### src/rtl/keypad_entry_pkg.sv
// Shared types and constants for the keypad entry block.
// Key codes, entry FSM state, digit classification.
package keypad_pkg;

    localparam logic [3:0] KEY_ENTER = 4'hE;
    localparam logic [3:0] KEY_BKSP  = 4'hF;

    typedef enum logic [1:0] {
        ST_IDLE,
        ST_ACK,
        ST_WAIT_LOW
    } entry_state_e;

    function automatic logic is_digit(input logic [3:0] key);
        return key <= 4'hD;
    endfunction

endpackage

### src/rtl/keypad_entry_if.sv
// Key-in and value-out handshake bundle for keypad_entry.
// master = scanner/consumer side, slave = keypad_entry.
interface keypad_entry_if #(
    parameter int DIGITS = 4
);
    logic [3:0]          key_in;
    logic                key_ready;
    logic                key_ack;
    logic [4*DIGITS-1:0] entry;
    logic [3:0]          digit_count;
    logic                overflow;
    logic [4*DIGITS-1:0] out_value;
    logic                out_valid;
    logic                out_accept;

    modport master (
        output key_in,
        output key_ready,
        input  key_ack,
        input  entry,
        input  digit_count,
        input  overflow,
        input  out_value,
        input  out_valid,
        output out_accept
    );

    modport slave (
        input  key_in,
        input  key_ready,
        output key_ack,
        output entry,
        output digit_count,
        output overflow,
        output out_value,
        output out_valid,
        input  out_accept
    );
endinterface

### src/rtl/keypad_entry_buf.sv
// Entry digit shift register with push/pop/clear strobes.
// KEYPAD_ENTRY_ROLL_EN: push on full shifts anyway, dropping the oldest nibble.
module keypad_entry_buf
    import keypad_pkg::*;
#(
    parameter int DIGITS = 4
) (
    input  logic                clk,
    input  logic                rst_n,
    input  logic                push,
    input  logic                pop,
    input  logic                clear,
    input  logic [3:0]          din,
    output logic [4*DIGITS-1:0] entry,
    output logic [3:0]          count,
    output logic                full,
    output logic                empty
);

    localparam int         W   = 4 * DIGITS;
    localparam logic [3:0] MAX = 4'(DIGITS);

    logic [W-1:0] entry_q, entry_d;
    logic [3:0]   count_q, count_d;
    logic [W-1:0] shifted;

    assign shifted = (entry_q << 4) | W'(din);
    assign full    = (count_q == MAX);
    assign empty   = (count_q == 4'd0);

    always_comb begin
        entry_d = entry_q;
        count_d = count_q;
        if (clear) begin
            entry_d = '0;
            count_d = 4'd0;
        end else if (push) begin
            if (!full) begin
                entry_d = shifted;
                count_d = count_q + 4'd1;
            end else begin
`ifdef KEYPAD_ENTRY_ROLL_EN
                entry_d = shifted;
`else
                entry_d = entry_q;
`endif
            end
        end else if (pop && !empty) begin
            entry_d = entry_q >> 4;
            count_d = count_q - 4'd1;
        end
    end

    always_ff @(posedge clk or negedge rst_n) begin
        if (!rst_n) begin
            entry_q <= '0;
            count_q <= 4'd0;
        end else begin
            entry_q <= entry_d;
            count_q <= count_d;
        end
    end

    assign entry = entry_q;
    assign count = count_q;

endmodule

### src/rtl/keypad_entry.sv
// Keypad entry assembler: consumes scanner keys, builds a hex entry,
// presents it on enter. Option macro KEYPAD_ENTRY_ROLL_EN (see buffer).
module keypad_entry
    import keypad_pkg::*;
#(
    parameter int DIGITS = 4
) (
    input  logic           clk,
    input  logic           rst_n,
    keypad_entry_if.slave  bus
);

    localparam int W = 4 * DIGITS;

    entry_state_e state_q, state_d;
    logic         overflow_q, overflow_d;
    logic [W-1:0] out_value_q, out_value_d;
    logic         out_valid_q, out_valid_d;

    logic         push, pop, clear;
    logic [W-1:0] entry;
    logic [3:0]   count;
    logic         full, empty;

    keypad_entry_buf #(.DIGITS(DIGITS)) u_buf (
        .clk   (clk),
        .rst_n (rst_n),
        .push  (push),
        .pop   (pop),
        .clear (clear),
        .din   (bus.key_in),
        .entry (entry),
        .count (count),
        .full  (full),
        .empty (empty)
    );

    always_comb begin
        state_d     = state_q;
        push        = 1'b0;
        pop         = 1'b0;
        clear       = 1'b0;
        overflow_d  = overflow_q;
        out_value_d = out_value_q;
        out_valid_d = out_valid_q;

        if (out_valid_q && bus.out_accept) begin
            out_valid_d = 1'b0;
        end

        unique case (state_q)
            ST_IDLE: begin
                // A pending output blocks key consumption entirely
                if (bus.key_ready && !out_valid_q) begin
                    state_d = ST_ACK;
                    unique case (1'b1)
                        is_digit(bus.key_in): begin
                            push = 1'b1;
                            if (full) overflow_d = 1'b1;
                        end
                        (bus.key_in == KEY_BKSP): begin
                            pop = 1'b1;
                        end
                        (bus.key_in == KEY_ENTER): begin
                            if (!empty) begin
                                out_value_d = entry;
                                out_valid_d = 1'b1;
                                clear       = 1'b1;
                                overflow_d  = 1'b0;
                            end
                        end
                        default: ;
                    endcase
                end
            end
            ST_ACK: begin
                state_d = ST_WAIT_LOW;
            end
            ST_WAIT_LOW: begin
                if (!bus.key_ready) state_d = ST_IDLE;
            end
            default: begin
                state_d = ST_IDLE;
            end
        endcase
    end

    always_ff @(posedge clk or negedge rst_n) begin
        if (!rst_n) begin
            state_q     <= ST_IDLE;
            overflow_q  <= 1'b0;
            out_value_q <= '0;
            out_valid_q <= 1'b0;
        end else begin
            state_q     <= state_d;
            overflow_q  <= overflow_d;
            out_value_q <= out_value_d;
            out_valid_q <= out_valid_d;
        end
    end

    assign bus.key_ack     = (state_q == ST_ACK);
    assign bus.entry       = entry;
    assign bus.digit_count = count;
    assign bus.overflow    = overflow_q;
    assign bus.out_value   = out_value_q;
    assign bus.out_valid   = out_valid_q;

endmodule

### src/flat_wrapper.sv
// flat-port wrapper written by rule: the top's interface ports become plain ports
module keypad_entry_flat import keypad_pkg::*;
#(
    parameter int DIGITS = 4
)
  (clk, rst_n, bus_key_in, bus_key_ready, bus_key_ack, bus_entry, bus_digit_count, bus_overflow, bus_out_value, bus_out_valid, bus_out_accept);
  keypad_entry_if #(.DIGITS(DIGITS)) bus_i ();
  input  logic clk;
  input  logic rst_n;
  input wire logic [$bits(bus_i.key_in)-1:0] bus_key_in;
  input wire logic [$bits(bus_i.key_ready)-1:0] bus_key_ready;
  output wire logic [$bits(bus_i.key_ack)-1:0] bus_key_ack;
  output wire logic [$bits(bus_i.entry)-1:0] bus_entry;
  output wire logic [$bits(bus_i.digit_count)-1:0] bus_digit_count;
  output wire logic [$bits(bus_i.overflow)-1:0] bus_overflow;
  output wire logic [$bits(bus_i.out_value)-1:0] bus_out_value;
  output wire logic [$bits(bus_i.out_valid)-1:0] bus_out_valid;
  input wire logic [$bits(bus_i.out_accept)-1:0] bus_out_accept;
  assign bus_i.key_in = bus_key_in;
  assign bus_i.key_ready = bus_key_ready;
  assign bus_key_ack = bus_i.key_ack;
  assign bus_entry = bus_i.entry;
  assign bus_digit_count = bus_i.digit_count;
  assign bus_overflow = bus_i.overflow;
  assign bus_out_value = bus_i.out_value;
  assign bus_out_valid = bus_i.out_valid;
  assign bus_i.out_accept = bus_out_accept;
  keypad_entry #(.DIGITS(DIGITS)) u_core (.clk(clk), .rst_n(rst_n), .bus(bus_i));
endmodule
### config.mk
export PLATFORM = sky130hd
export DESIGN_NAME = keypad_entry_flat
export DESIGN_NICKNAME = d
export VERILOG_FILES = /design/src/rtl/keypad_entry_pkg.sv /design/src/rtl/keypad_entry_if.sv /design/src/rtl/keypad_entry_buf.sv /design/src/rtl/keypad_entry.sv /design/src/flat_wrapper.sv
export SDC_FILE = /design/constraint.sdc
export NUM_CORES = 1
export LEC_CHECK = 0
export BUFFER_PORTS_ARGS = -buffer_cell sky130_fd_sc_hd__buf_2
export CAP_MARGIN = 5
export CORE_UTILIZATION = 27
export CTS_CLUSTER_SIZE = 14
export DETAILED_ROUTE_END_ITERATION = 8
export PLACE_DENSITY = 0.43
export SYNTH_ARGS = -nofsm -noshare
export SYNTH_HDL_FRONTEND = slang
export SYNTH_HIERARCHICAL = 1
export SYNTH_SLANG_ARGS = --single-unit
export TNS_END_PERCENT = 100
### constraint.sdc
create_clock -name clk -period 5.28 [get_ports clk]
set_input_delay 0.528 -clock clk [delete_from_list [all_inputs] [get_ports clk]]
set_output_delay 0.528 -clock clk [all_outputs]
set_load 0.05 [all_outputs]
---- Word-level counts from Yosys, hierarchy flattened ----
Cells that the tools add are included.
storage, ports and cells
  register bits after elaboration ......... 40
  output and inout port bits .............. 39
  word-level logic and storage cells ...... 63
cells by class
  add/subtract/negate cells ............... 2
  order comparisons ....................... 1
  equal/unequal tests ..................... 10
  multiplexer cells ....................... 29
  bitwise gates (word level) .............. 2
  reduce and logical (&&, ||, !) cells .... 13
operators with widths
  operator               count
  $mux W16               4
  $mux W1                17
  $mux W4                4
  $or A16 B4 Y16         1
  $eq A4 B4 Y1 const B   2
  $pmux W2 S3            1
  $reduce_and A5 Y1      1
  $add A4 B1 Y4 const B  1
  $eq A4 B3 Y1 const B   1
  $le A4 B4 Y1 const B   1
  $logic_not A4 Y1       1
  $mux W2                2
  $ne A2 B1 Y1 const B   2
  $ne A2 B2 Y1 const B   2
  $reduce_and A2 Y1      2
  $reduce_and A4 Y1      1
  $sub A4 B1 Y4 const B  1
  $logic_and A1 B1 Y1    3
  $ne A3 B3 Y1 const B   1
  $reduce_bool A3 Y1     1
  $eq A2 B1 Y1 const B   1
  $eq A2 B2 Y1 const B   1
  $logic_not A1 Y1       2
  $logic_not A2 Y1       1
  other kinds (3)        3

---- Longest topological paths before layout ----
Gate-level depths: netlist (run 1).
  word-level depth ........................ 8
  gate-level depth with buffers ........... 9
  depth with buffers taken out ............ 8

---- Modules after synthesis ----
The synthesis (run 1) kept the hierarchy.
modules (own cells, without submodules)
  module            instances  cells each  area an instance (µm²)  seq. area each (µm²)
  keypad_entry_buf  1          104         1166.1                  500.5
  keypad_entry      1          51          845.8                   500.5

---- Least setup slack after synthesis (run 1) ----
Ideal clock, no wire load.
  path type ............................... register -> register
  start point ............................. register u_core.out_valid_q (netlist: u_core/bus.out_valid)
  end point ............................... register u_core.u_buf.count_q[3] (netlist: u_core/u_buf/count[3])
  data arrival time ....................... 2396 ps
  data required time ...................... 5211 ps
  slack ................................... 2814 ps
  cell stages (with the launch flop) ...... 10
  path through ............................ dfrtp_1 -> nor4b_4 -> and2_1 -> buf_6 -> inv_1 -> ha_1 -> nand3_1 -> a2111o_1 -> o311ai_1 -> nand3b_1
on the way
  elaborated cells between the ends (all ways) .. 14
  those cells by class .................... eq/ne (1); mux (8); reduce/logical (5)
RTL lines
  what                                                    line                    RTL
  from (decl)                                             keypad_entry.sv:18      logic out_valid_q, out_valid_d;
  from (signal assigned)                                  keypad_entry.sv:98      out_valid_q <= out_valid_d;
  $logic_not A1 Y1 (*)                                    keypad_entry.sv:54      if (bus.key_ready && !out_valid_q) begin
  $logic_and A1 B1 Y1 (*)                                 keypad_entry.sv:54
  $mux W1 (*)                                             keypad_entry.sv:54
  $mux W1 (*)                                             keypad_entry.sv:51      unique case (state_q)
  via u_core.push                                         keypad_entry.sv:20      logic push, pop, clear;
  $ne A3 B3 Y1 (no line), or another cell as far along    --
  $reduce_and A2 Y1 (no line) or $mux W4 (tied branches)  --
  to (signal assigned)                                    keypad_entry_buf.sv:60  count_q <= count_d;
  to (decl)                                               keypad_entry_buf.sv:24  logic [3:0] count_q, count_d;
Mark *: on every way through the listed nets, which the timed path passes. The rest lies on a longest branch.
A chain may end at the register's enable or synchronous reset.

---- Worst setup path in the final report (run 1) ----
  start point ............................. register u_core.state_q[0]
  end point ............................... register u_core.u_buf.count_q[2] (netlist: u_core/u_buf/count[2])
on the way
  elaborated cells between the ends (all ways) .. 10
  those cells by class .................... eq/ne (1); mux (5); reduce/logical (4)
RTL lines
  what                                                    line                RTL
  from (decl)                                             keypad_entry.sv:15  entry_state_e state_q, state_d;
  from (signal assigned)                                  keypad_entry.sv:95  state_q <= state_d;
  $logic_not A2 Y1 (*)                                    keypad_entry.sv:51
  $mux W1 (*)                                             keypad_entry.sv:51
  via u_core.push                                         keypad_entry.sv:20
  $ne A3 B3 Y1 (no line), or another cell as far along    --
  $reduce_and A2 Y1 (no line) or $mux W4 (tied branches)  --
Marked as above.

==> metrics, run 1 <==
outcome=complete, no violations; H-tree levels=2; fin cells=around 300; Ports=47; share of cells above drive strength 1=0.435; clk_skew=2.77 ps; RSZ-0062 raised after global routing=no; dpl cells=292; total CTS buffers=5; Vias=1353; Routed met3 length=between 150 and 200 µm; post-synth top area share=0.498; setup bufs post-CTS=0; main area contributors after synthesis=dfrtp_1 50%, a211oi_2 8.1%, mux2i_1 6.5%, mux2_4 5.2%, mux2_2 5.0%; Synth area leader=dfrtp_1; ANT cells=0; syn_area_per_cell=13.0 µm²; overall routing resource usage=0.113; Fillers=about 760; maxcap violations=0; Post-Syn Area=0.00201 mm²; Rows=31; Yosys Warn Count=6; hold buffers post-CTS=0; Achievable Freq=312 MHz; Residual DRC=0; clk_lat worst skew=around 280 ps; Pre-Repair DR Iteration Count=4; fin crit period=between 3000 and 4000 ps; Initial DRC Count=77; Multi-input gate area=902 µm²; final hold violations=0; Crit-path slowest cell=and2_1; clk sinks=40; register bit total from synthesis=40; Setup violations, final=0; Syn Inst Count=155; Worst Path Max Fanout=31; GRT overflow=0; Slew HR=0.340; pin count of the biggest net entering global routing=41; initial antenna violation count=0; Worst EP arrival=3340 ps; Port Buffers=46; Placer Congestion=approximately 0.65; vias in the first global route=between 1000 and 1500; M1 wire length=around 2200 µm; Die Height=88.3 µm; Max Used Layer=met4; full die area=about 0.008 mm²; kind of critical path=reg -> reg; nets=approximately 210; Mapped Nets=166; Seq/Total Area, Yosys=0.498; routed wire length=between 4000 and 5000 µm; total negative slack=0 ps; Required @ worst endpoint=5410 ps; first-pass GRT wire length=6620 µm; vias per cell=around 4.5; clock buffer depth=2; fin util=0.330; Starting Density=0.279; crit-path max cell delay=roughly 840 ps; Wirelength per Cell=14.1 µm; CTS tree=built; final antenna-violating net count=0; met2 wire length=1810 µm; Hold Path Class=in -> async; startpoint class of the critical path=flip-flop; Slew @ Worst Pin=around 990 ps; root buf cell=clkbuf_8; chip width=88.3 µm; CP Cell Sequence=nor4b_4 > and2_1 > xnor2_1 > a21oi_4 > mux2i_1 > nor2_1; clock slew at reported path FFs=70 ps; crit share post-route=0.608; Slew Limit Fails=0; Netlist cell types=32; Worst setup EP type=flip-flop; Core Footprint=0.00721 mm²; area occupied by registers=roughly 0.0010 mm²; post-CTS sizing=0; area delta synth->final=18.3%; post-detail-place hpwl=between 2000 and 3000 µm
[sequential cells by signal (all words and copies together), names as in the netlist]
register,count
u_core/u_buf/entry,16
u_core/state_q,2
u_core/bus.out_valid,1
u_core/u_buf/count,4
u_core/bus.overflow,1
u_core/bus.out_value,16
[layout by cell type (no fill, tap or decap)]
cell / instances
nand3b_1: 2
nor3_1: 1
nor3_2: 1
a21o_1: 2
nor4_1: 1
xnor2_1: 3
a2111o_1: 1
a21oi_4: 1
inv_1: 5
nor4b_4: 2
mux2_4: 7
nand2_1: 2
a22oi_1: 4
nand2b_1: 1
dfrtp_1: 40
clkbuf_8: 7
nand4_1: 3
fa_1: 1
a31oi_1: 1
a211oi_2: 13
nor2_1: 22
buf_4: 1
o311ai_1: 1
ha_1: 2
a21oi_1: 2
mux2_2: 9
buf_2: 46
nand3_1: 2
mux2i_1: 13
nor2b_1: 2
and2_1: 2
[path summary, 6_finish.rpt]
path | from | to | slack [ps] | cells past startpoint
min | rst_n | u_core/bus.out_value[1] | 390 | 1
min reg2reg | u_core/bus.out_value[0] | u_core/bus.out_value[0] | 510 | 1
min in group clk | bus_key_ready | u_core/state_q[1] | 500 | 3
max | u_core/state_q[0] | u_core/u_buf/count[2] | 2070 | 6
max reg2reg | u_core/state_q[0] | u_core/u_buf/count[2] | 2070 | 6
max in group asynchronous | rst_n | u_core/u_buf/entry[15] | 4310 | 1
[stage by stage]
stage / setup WS, ps / area, µm² / hold slack (ps)
floorplan: 2810 / 2010 / 232
global placement: 1980 / 2280 / 486
detailed placement: 1910 / 2280 / 494
CTS: 2020 / 2380 / 424
global route: 1780 / 2380 / 458
finish: 2070 / 2380 / 392
[logic make-up (layout without fill, tap and decap cells)]
logic type,count (synthesis),after routing,share of synthesized area
and+or+nand+nor,41,41,0.116
DFF,40,40,0.498
muxes,29,29,0.167
AOI/OAI and AO/OA,25,25,0.129
buffers and inverters,14,59,0.0541
adders and majority gates,3,3,0.0224
xor gates and xnor gates,3,3,0.0131
[cells in the mapped netlist, drive strengths merged]
master,instances
inv,5
a21o,2
a31oi,1
buf,8
nor4,1
nand2b,1
nand2,2
mux2,16
nor4b,2
a2111o,1
clkbuf,1
fa,1
nor3,2
mux2i,13
a21oi,3
nand3b,2
o311ai,1
ha,2
a22oi,4
nand3,2
and2,2
nor2,22
a211oi,13
nand4,3
dfrtp,40
xnor2,3
nor2b,2
[worst max-delay path: cells and delay by family, from the launching register on]
family | cells | cell delay [ps]
simple gates | 3 | 1280
flops | 1 | 410
xor+xnor | 1 | 280
mux | 1 | 260
compound gates | 1 | 810
[area by class of cell]
class                   instances  area share
multi-input cells             101       0.379
clock buffers                   7      0.0405
flip-flops and latches         40       0.421
well taps                      99      0.0521
inverters                       5     0.00789
repair buffers                 47      0.0999
[layer usage]
| layer | vias to the layer above | GRT usage |
|---|---|---|
| li1 | 642 | - |
| met1 | 674 | 0.165 |
| met2 | 35 | 0.161 |
| met3 | 2 | 0.0317 |
| met4 | 0 | 0.0352 |
| met5 | - | 0 |
Power of run 1 is not shown: default switching activity piles up to over one toggle a cycle in this logic, so the estimate is an artifact.
==> run 2, diff against run 1 <==
--- a/config.mk
+++ b/config.mk
@@ -5,6 +5,7 @@
 export SDC_FILE = /design/constraint.sdc
 export NUM_CORES = 1
 export LEC_CHECK = 0
+export ABC_AREA = 1
 export BUFFER_PORTS_ARGS = -buffer_cell sky130_fd_sc_hd__buf_2
 export CAP_MARGIN = 5
 export CORE_UTILIZATION = 27
==> constraint.sdc (replaced) <==
create_clock -name clk -period 3.2 [get_ports clk]
set_input_delay 0.32 -clock clk [delete_from_list [all_inputs] [get_ports clk]]
set_output_delay 0.32 -clock clk [all_outputs]
set_load 0.05 [all_outputs]
==> metrics, run 2 <==
Slew Limit Fails=0 (unchanged); first-pass GRT wire length=8420 µm (+27%); Port Buffers=46 (unchanged); Wirelength per Cell=12.5 µm (-12%); reg2reg start=u_core/u_buf/count[3]; Hold Path Class=in -> async; Pre-Repair DR Iteration Count=4 (unchanged); maxcap violations=0 (unchanged); clk_skew=6.54 ps (+3.77 ps); pwr/cell area=1130 mW/mm²; Worst R2R Setup Slack=670 ps (-1400 ps); Placer Congestion=0.699 (+6.8%); H-tree levels=2 (unchanged); Core Footprint=0.00737 mm² (+2.2%); outcome=complete, no violations; Initial DRC Count=121 (+57%); chip width=90.0 µm (+1.9%); routed wire length=4880 µm (+15%); Rows=31 (unchanged); Vias=1704 (+26%); post-detail-place hpwl=3520 µm (+21%); final antenna-violating net count=0 (unchanged); overall routing resource usage=0.132 (+0.0187); Ports=47 (unchanged); nets=303 (+44%); Syn Inst Count=246 (+59%); Post-synth top cells=76 x nand2_1, 40 x dfrtp_1, 28 x nand3_1; area delta synth->final=17.1%; fin crit period=2530 ps (-676 ps); CP dominant cell by count=nand2_1; crit share post-route=0.791 (+0.184); ANT cells=0 (unchanged); Worst Reg-to-Reg Cells=11 (+5); share of cells above drive strength 1=0.284 (-0.151); Setup violations, final=0 (unchanged); clk_lat worst skew=290 ps (about the same); register bit total from synthesis=40 (unchanged); Worst setup EP type=flip-flop; Post-synth ARST share=1.00 (unchanged); Yosys Warn Count=6 (unchanged); Post-synth EDFFs=0 (unchanged); main area contributors after synthesis=dfrtp_1 48%, nand2_1 14%, nand3_1 6.7%, o21ai_2 4.6%, buf_6 4.3%; ys flop type=dfrtp_1; Synth area leader=dfrtp_1; pin count of the biggest net entering global routing=41 (unchanged); Slew @ Worst Pin=915 ps (-74.7 ps); most frequent cells in the layout=76 x nand2_1, 46 x buf_2, 40 x dfrtp_1; CTS tree=built; Worst R2R End=u_core/u_buf/entry[9]; GRT overflow=0 (unchanged); setup bufs post-CTS=0 (unchanged); Achievable Freq=395 MHz (+27%); post-CTS sizing=0 (unchanged); Crit-path slowest cell=dfrtp_1; root buf cell=clkbuf_8; Setup crit start=u_core/u_buf/count[3]; full die area=0.00809 mm² (+3.8%); VDD IR max=0.000285 V; Required @ worst endpoint=3380 ps (-2030 ps); startpoint class of the critical path=flip-flop; Worst EP arrival=2710 ps (-630 ps); clock buffer depth=2 (unchanged); clock slew at reported path FFs=80 ps (about the same); kind of critical path=reg -> reg; hold buffers post-CTS=0 (unchanged); final hold violations=0 (unchanged); Slew HR=0.390 (+0.0498); crit-path max cell delay=450 ps (-390 ps); most common cell in the synthesized netlist=nand2_1; RSZ-0062 raised after global routing=no; syn_area_per_cell=8.49 µm² (-35%); crit path to=u_core/u_buf/entry[9]; initial antenna violation count=0 (unchanged); Mapped Nets=257 (+55%); Worst Path Max Fanout=31 (unchanged); Die Height=90.0 µm (+1.9%); vias in the first global route=1642 (+33%); Post-Syn Area=0.00209 mm² (+3.9%); most common cell after layout, fill and taps aside=nand2_1; Seq/Total Area, Yosys=0.479 (-0.0185); dpl cells=384 (+32%); Residual DRC=0 (unchanged); Leak Pwr=~1.4 nW; clk sinks=40 (unchanged); post-synth top area share=0.479 (-0.0185); fin cells=391 (+31%); total negative slack=0 ps (unchanged); vias per cell=4.36 (-3.7%); CP Cell Sequence=nor2_1 > nand2_1 > inv_1 > nor2_8 > nand2_4 > inv_2 > inv_1 > nand3_4 > inv_2 > nand2_1 > nand2_1; Starting Density=0.284 (+0.00466); Netlist cell types=26 (-19%); total CTS buffers=5 (unchanged); Fillers=820 (+8.3%)
==> run 2: changes by cell type in the layout (fill, tap and decap cells not counted), moves of 6 or more <==
cell | previous run | this run
nand3_1 | 2 | 28
mux2_4 | 7 | 0
o21ai_2 | 0 | 11
a211oi_2 | 13 | 0
inv_2 | 0 | 6
mux2_2 | 9 | 0
mux2i_1 | 13 | 0
a211oi_1 | 0 | 8
nand2_1 | 2 | 76
inv_1 | 5 | 21
==> run 2: worst min path at each step <==
stage                               endpoint  slack [ps]  depth (start not counted)                     start
floorplan               u_core/bus.out_valid          20                          0                     rst_n
global placement     u_core/bus.out_value[0]         450                          2   u_core/bus.out_value[0]
detailed placement  u_core/bus.out_value[15]         450                          2  u_core/bus.out_value[15]
CTS                     u_core/bus.out_valid         180                          2            bus_out_accept
global route            u_core/bus.out_valid         170                          2            bus_out_accept
finish               u_core/bus.out_value[4]         160                          1                     rst_n
==> run 2: cells by family (layout without fill, tap and decap cells) <==
family / count (synthesis) / count (layout) / share of synthesized area
AOI/OAI and AO/OA: 27 / 27 / 0.0964
xor gates and xnor gates: 1 / 1 / 0.00419
adders and majority gates: 3 / 3 / 0.0216
buffers and inverters: 36 / 82 / 0.0934
DFF: 40 / 40 / 0.479
and+or+nand+nor: 139 / 139 / 0.305
==> run 2: worst max-delay path: cells and delay by family, from the launching register on <==
kind / cells / cell delay (ps)
simple gates: 7 / 1180
buf+inv: 4 / 760
flops: 1 / 450
==> run 2: where the power goes <==
group          internal (W)  total (W)  switching (W)
Clock              0.000148   0.000326       0.000178
Combinational      0.000395    0.00159        0.00119
Sequential         0.000695   0.000858       0.000163
==> run 2: area by class of cell <==
type / count / area (µm²) / share of cell area
multi-input combinational: 170 / 893 / 0.365
clock buffer: 5 / 68.8 / 0.0281
timing repair buffer: 48 / 245 / 0.100
tap: 99 / 124 / 0.0506
clock inverter: 2 / 12.5 / 0.00512
inverter: 27 / 101 / 0.0414
sequential: 40 / 1000 / 0.409
==> run 2: stage by stage <==
| stage | worst slack, ps | util | area, µm² | hold WS [ps] | total power (W) |
|---|---|---|---|---|---|
| 2_1_floorplan | 809 | - | 2090 | 24.4 | 0.00215 |
| 3_3_place_gp | 636 | 0.321 | 2360 | 450 | 0.00248 |
| 3_5_place_dp | 622 | 0.321 | 2360 | 453 | 0.00247 |
| 4_1_cts | 609 | 0.332 | 2450 | 180 | 0.00281 |
| 5_1_grt | 389 | 0.332 | 2450 | 171 | 0.00299 |
| 6_report | 668 | 0.332 | 2450 | 163 | 0.00277 |
==> run 2: metal layers <==
metal  share of wire  global-route usage  vias up
li1                -                   -      874
met1            0.50               0.176      788
met2            0.46               0.209       33
met3           0.031              0.0288        9
met4           0.017              0.0484        0
met5               0                   0        -
Note: power is estimated with default switching activity, not from simulation.
